File: src/rtl/lcd_pkg.sv
// Shared definitions for the LCD character fetch path.
//   BLANK_CHAR : character shown for unmapped positions/channels
//   LCD_CHARS  : default characters per screen line
//   LCD_NCH    : default number of measurement screens held in ROM
//   state_t    : fetch FSM state encoding
package lcd_pkg;

    localparam logic [7:0]  BLANK_CHAR = 8'h20;
    localparam int unsigned LCD_CHARS  = 20;
    localparam int unsigned LCD_NCH    = 3;

    typedef enum logic [1:0] {
        S_IDLE = 2'd0,
        S_WAIT = 2'd1,
        S_DONE = 2'd2
    } state_t;

endpackage

File: src/rtl/lcd_addr_map.sv
// Combinational map from (channel, character position) to a ROM address.
// Ports:
//   ch          in   CW   effective channel for this fetch
//   addr        in   AW   character position within the line
//   rom_addr_c  out  RAW  ch*CHARS + addr, or 0 when the fetch is blanked
//   blank_c     out  1    position or channel outside the stored screens
module lcd_addr_map #(
    parameter int unsigned CHARS = 20,
    parameter int unsigned N_CH  = 3,
    parameter int unsigned AW    = 5,
    parameter int unsigned CW    = 2,
    parameter int unsigned RAW   = 6
) (
    input  logic [CW-1:0]  ch,
    input  logic [AW-1:0]  addr,
    output logic [RAW-1:0] rom_addr_c,
    output logic           blank_c
);

    int unsigned ch_w;
    int unsigned addr_w;
    int unsigned sum_w;

    // Work at 32 bits so the product never wraps before the final RAW-bit cast.
    always_comb begin
        ch_w       = 32'(ch);
        addr_w     = 32'(addr);
        sum_w      = ch_w * CHARS + addr_w;
        blank_c    = (addr_w >= CHARS) || (ch_w >= N_CH);
        rom_addr_c = blank_c ? '0 : RAW'(sum_w);
    end

endmodule

File: src/rtl/lcd_char_source_mux.sv
// Character fetch path between the LCD text controller and the shared character ROM.
// One request at a time: accept in IDLE, wait out the ROM latency, deliver in DONE.
// The screen (channel) is latched only when position 0 is accepted, so a line never
// mixes characters from two channels.
// Ports:
//   clk        in   1    system clock
//   rst        in   1    synchronous active-high reset
//   ch_sel     in   CW   requested screen, sampled on accept of position 0
//   lcd_req    in   1    character request (level, held until lcd_valid)
//   lcd_addr   in   AW   character position within the line
//   lcd_data   out  8    character code, held between pulses
//   lcd_valid  out  1    single-cycle delivery pulse
//   busy       out  1    high from accept through the lcd_valid cycle
//   frame_ch   out  CW   channel latched for the current frame
//   rom_addr   out  RAW  registered ROM address
//   rom_data   in   8    ROM read data, valid ROM_LAT cycles after rom_addr
module lcd_char_source_mux
    import lcd_pkg::*;
#(
    parameter int unsigned CHARS   = LCD_CHARS,
    parameter int unsigned N_CH    = LCD_NCH,
    parameter int unsigned ROM_LAT = 1,
    parameter logic [7:0]  BLANK   = BLANK_CHAR,
    localparam int unsigned AW     = ($clog2(CHARS) < 1) ? 1 : $clog2(CHARS),
    localparam int unsigned CW     = ($clog2(N_CH) < 1) ? 1 : $clog2(N_CH),
    localparam int unsigned RAW    = ($clog2(CHARS * N_CH) < 1) ? 1 : $clog2(CHARS * N_CH)
) (
    input  logic           clk,
    input  logic           rst,
    input  logic [CW-1:0]  ch_sel,
    input  logic           lcd_req,
    input  logic [AW-1:0]  lcd_addr,
    output logic [7:0]     lcd_data,
    output logic           lcd_valid,
    output logic           busy,
    output logic [CW-1:0]  frame_ch,
    output logic [RAW-1:0] rom_addr,
    input  logic [7:0]     rom_data
);

    localparam int unsigned CNT_W = ($clog2(ROM_LAT + 1) < 1) ? 1 : $clog2(ROM_LAT + 1);
    localparam logic [CNT_W-1:0] CNT_LAST = CNT_W'(ROM_LAT - 1);

    state_t           state, state_d;
    logic [CNT_W-1:0] cnt, cnt_d;
    logic             blank_q, blank_d;
    logic [CW-1:0]    frame_ch_d;
    logic [RAW-1:0]   rom_addr_d;
    logic [7:0]       lcd_data_d;
    logic             lcd_valid_d;
    logic             busy_d;

    logic [CW-1:0]    eff_ch_c;
    logic [RAW-1:0]   map_addr_c;
    logic             map_blank_c;

    // Position 0 starts a new frame, so it uses the freshly requested channel.
    assign eff_ch_c = (lcd_addr == '0) ? ch_sel : frame_ch;

    lcd_addr_map #(
        .CHARS (CHARS),
        .N_CH  (N_CH),
        .AW    (AW),
        .CW    (CW),
        .RAW   (RAW)
    ) u_addr_map (
        .ch         (eff_ch_c),
        .addr       (lcd_addr),
        .rom_addr_c (map_addr_c),
        .blank_c    (map_blank_c)
    );

    // Next-state and next-output logic.
    always_comb begin
        state_d     = state;
        cnt_d       = cnt;
        blank_d     = blank_q;
        frame_ch_d  = frame_ch;
        rom_addr_d  = rom_addr;
        lcd_data_d  = lcd_data;
        lcd_valid_d = 1'b0;
        busy_d      = busy;

        unique case (state)
            S_IDLE: begin
                // busy also covers the lcd_valid cycle, which is spent in IDLE.
                busy_d = lcd_req;
                if (lcd_req) begin
                    frame_ch_d = eff_ch_c;
                    rom_addr_d = map_addr_c;
                    blank_d    = map_blank_c;
                    cnt_d      = '0;
                    state_d    = S_WAIT;
                end
            end
            S_WAIT: begin
                busy_d = 1'b1;
                if (cnt == CNT_LAST) begin
                    state_d = S_DONE;
                end else begin
                    cnt_d = cnt + CNT_W'(1);
                end
            end
            S_DONE: begin
                busy_d      = 1'b1;
                lcd_data_d  = blank_q ? BLANK : rom_data;
                lcd_valid_d = 1'b1;
                state_d     = S_IDLE;
            end
            default: begin
                state_d = S_IDLE;
            end
        endcase
    end

    // State and registered outputs.
    always_ff @(posedge clk) begin
        if (rst) begin
            state     <= S_IDLE;
            cnt       <= '0;
            blank_q   <= 1'b0;
            frame_ch  <= '0;
            rom_addr  <= '0;
            lcd_data  <= BLANK;
            lcd_valid <= 1'b0;
            busy      <= 1'b0;
        end else begin
            state     <= state_d;
            cnt       <= cnt_d;
            blank_q   <= blank_d;
            frame_ch  <= frame_ch_d;
            rom_addr  <= rom_addr_d;
            lcd_data  <= lcd_data_d;
            lcd_valid <= lcd_valid_d;
            busy      <= busy_d;
        end
    end

endmodule
File: config.mk
export PLATFORM = sky130hd
export DESIGN_NAME = lcd_char_source_mux
export DESIGN_NICKNAME = d
export VERILOG_FILES = /design/src/rtl/lcd_pkg.sv /design/src/rtl/lcd_addr_map.sv /design/src/rtl/lcd_char_source_mux.sv
export SDC_FILE = /design/constraint.sdc
export NUM_CORES = 1
export LEC_CHECK = 0
export ABC_CLOCK_PERIOD_IN_PS = 3300
export BUFFER_PORTS_ARGS = -buffer_cell sky130_fd_sc_hd__buf_2
export CAP_MARGIN = 20
export CORE_UTILIZATION = 30
export DETAILED_ROUTE_END_ITERATION = 16
export PLACE_DENSITY = 0.48
export SLEW_MARGIN = 15
export SYNTH_ARGS = -nofsm -noshare
export SYNTH_HDL_FRONTEND = slang
export SYNTH_HIERARCHICAL = 1
export SYNTH_SLANG_ARGS = --single-unit
File: constraint.sdc
create_clock -name clk -period 3.3 [get_ports clk]
set_input_delay 0.825 -clock clk [delete_from_list [all_inputs] [get_ports clk]]
set_output_delay 0.825 -clock clk [all_outputs]
set_load 0.01 [all_outputs]
==> summary.txt <==
Worst Path Arrival: 2.59 ns
CTS root buf: clkbuf_4
Setup CP Type: primary input to flip-flop
drt pass-1 iters: 4
logic gate share of total power: 0.220
Post-DRT Antenna Nets: 0
Crit. End Element: flip-flop
Net Sw Power: 158 µW
switch share: 0.300
R2R Path Start: frame_ch[0]$_SDFFE_PP0P_
mux share of post-synthesis cell area: 0.0595
Buffers on Ports: 35
Tmin final: 2.33 ns
WP data required: 3.55 ns
DP Worst Slack: 0.633 ns
hold depth: 2
Die Span Y: 61.2 µm
Site Rows: 21
Mapped Avg Cell Area: 8.84 µm²
count of cells resized by post-cts repair: 0
Leakage: 0.000634 µW
Max Slew Vio Count: 0
unrepaired setup endpoints after global routing: false
Synth Area in Compound Gates: 0.0987
post-route clock period utilization: 0.707
Max VDD drop: 151 µV
H-tree Lvls: 1
DR DRC count: 0
P per Cell Area: 411 nW/µm²
final net count: 182
Total GRT Usage: 0.123
Initial Util: 0.315
status: complete, no violations
Reg power frac: 0.534
most common cell after layout, fill and taps aside: buf_2
Worst-path clk slew: 0.13 ns
synthesized area: 1050 µm²
Core ar.: 3340 µm²
worst reg2reg path depth: 7
initial antenna violation count: 0
Hold WS: 0.463 ns
post-synthesis sequential area ratio: 0.400
post-CTS setup buffers: 0
Post-Synthesis Net Count: 146
simple-gate share of the synthesized area: 0.285
clk_lat worst skew: 0.31 ns
number of diodes: 0
Sink Count: 21
grt ovf: 0
drt wl/cell: 10.8 µm
vias: 916
largest net degree at the start of global routing: 24
register-to-register setup slack: 1.55 ns
Hold Startpoint: rom_addr[2]$_SDFFE_PP0P_
CTS buffer count: 3
share of cells above drive strength 1: 0.292
io pins: 36
Die Area: 3750 µm²
Internal: 369 µW
1st-iter DRT viols: 15
Max Cap Viol: 0
Hold Fails Final Rpt: 0
Die W: 61.2 µm
commonest non-fill, non-tap cells in the layout: buf_2 (35), dfxtp_1 (21), nand2_1 (18)
max_slew headroom: 0.668
Synth Area in Adders: 0.114
#FFs+latches synth: 21
first-pass GRT wire length: 3350 µm
hpwl dp: 1660 µm
Worst-Margin Slew: 0.496 ns
largest family of logic cells by synthesized area: simple AND/OR/NAND/NOR gates
fmax: 0.428 GHz
P&R area growth vs syn: 22.0%
# setup viols final: 0
Hold Buf Count CTS: 0
final worst slack: 0.966 ns
synth warn: 6
Max Buffers Root-to-Sink: 2
Post-Syn Instances: 119
post-synthesis xor/xnor area fraction: 0.00832
Startpoint Class: primary input
distinct cell type count after synthesis: 27
power share of the clock group: 0.246
CTS tree: built
Fin Clk Skew: 0.0101 ns
vias per cell: 4.58
Tightest Hold Check Type: flip-flop to flip-flop
total negative slack: 0 ns
Routed WL: 2160 µm
CP Launch Point: lcd_addr[1]
routability cong.: 0.778
Crit Path Max Fanout: 4
number of global-route vias before repair: 790
[synthesized netlist by cell type (all sizes together)]
cell type / count / share of area
and2b: 5 / 0.036
dfxtp: 21 / 0.40
mux2i: 4 / 0.038
o21a: 1 / 0.0071
and4b: 1 / 0.0095
nor3: 3 / 0.019
fa: 1 / 0.019
or2b: 1 / 0.0071
mux2: 2 / 0.021
nand2b: 4 / 0.024
and2: 1 / 0.0083
inv: 2 / 0.0071
nor2b: 6 / 0.036
o21ai: 1 / 0.0083
a21oi: 16 / 0.076
ha: 8 / 0.095
buf: 4 / 0.027
nor2: 12 / 0.043
xnor2: 1 / 0.0083
and3: 5 / 0.034
nand3: 1 / 0.0048
o21bai: 1 / 0.0071
nand2: 18 / 0.064
[final timing paths]
check	endpoint
worst max-delay path	rom_addr[5]$_SDFFE_PP0P_
worst min register to register	rom_addr[2]$_SDFFE_PP0P_
worst min-delay path	rom_addr[2]$_SDFFE_PP0P_
worst max register to register	rom_addr[5]$_SDFFE_PP0P_
[state kept, by name, summed over array words and instances (netlist names)]
signal,flops
state,2
rom_addr,6
frame_ch,2
lcd_data,8
busy,1
blank_q,1
lcd_valid,1
[critical path, stage by stage]
cell	delay, ns
buf_2	0.11
nor3_2	0.19
nand2_1	0.10
mux2_2	0.32
ha_1	0.35
a21oi_1	0.20
and4b_1	0.21
o21a_1	0.12
nand2_1	0.04
a21oi_1	0.12
[routing by layer]
| metal | vias to the layer above | GRT usage | wire (µm) |
|---|---|---|---|
| met1 | 430 | 0.152 | 939 |
| met3 | 4 | 0.0252 | 107 |
| met5 | - | 0 | 0 |
| met4 | 0 | 0.0584 | 31 |
| met2 | 17 | 0.203 | 1090 |
| li1 | 465 | - | - |
[through the flow]
stage | std cells | util | power [µW] | area, µm²
finish | 200 | 0.385 | 528 | 1280
global route | 200 | 0.385 | 568 | 1280
floorplan | 119 | - | 370 | 1050
detailed placement | 196 | 0.376 | 406 | 1260
CTS | 200 | 0.385 | 540 | 1280
global placement | 196 | 0.376 | 403 | 1260
[power groups by stage]
stage | logic, µW | clock network, µW | registers (µW)
3_5_place_dp | 118 | 0 | 288
2_1_floorplan | 76.7 | 0 | 293
3_3_place_gp | 116 | 0 | 287
6_report | 116 | 130 | 282
5_1_grt | 131 | 152 | 285
4_1_cts | 119 | 140 | 282
[cell type report]
type,count,area (µm²)
Clock buffer,3,22.5
Clock inverter,1,5.00
Fill cell,377,2050
Inverter,2,7.51
Multi-Input combinational cell,92,596
Sequential cell,21,420
Tap cell,46,57.6
Timing Repair Buffer,35,175
[cells by family (layout without fill, tap and decap cells)]
logic type | count (synthesis) | in the layout
compound gates | 19 | 19
xor+xnor | 1 | 1
fa+ha+maj | 9 | 9
buf+inv | 6 | 41
flops | 21 | 21
mux | 6 | 6
simple gates | 57 | 57
(Power assumes the default switching activity.)
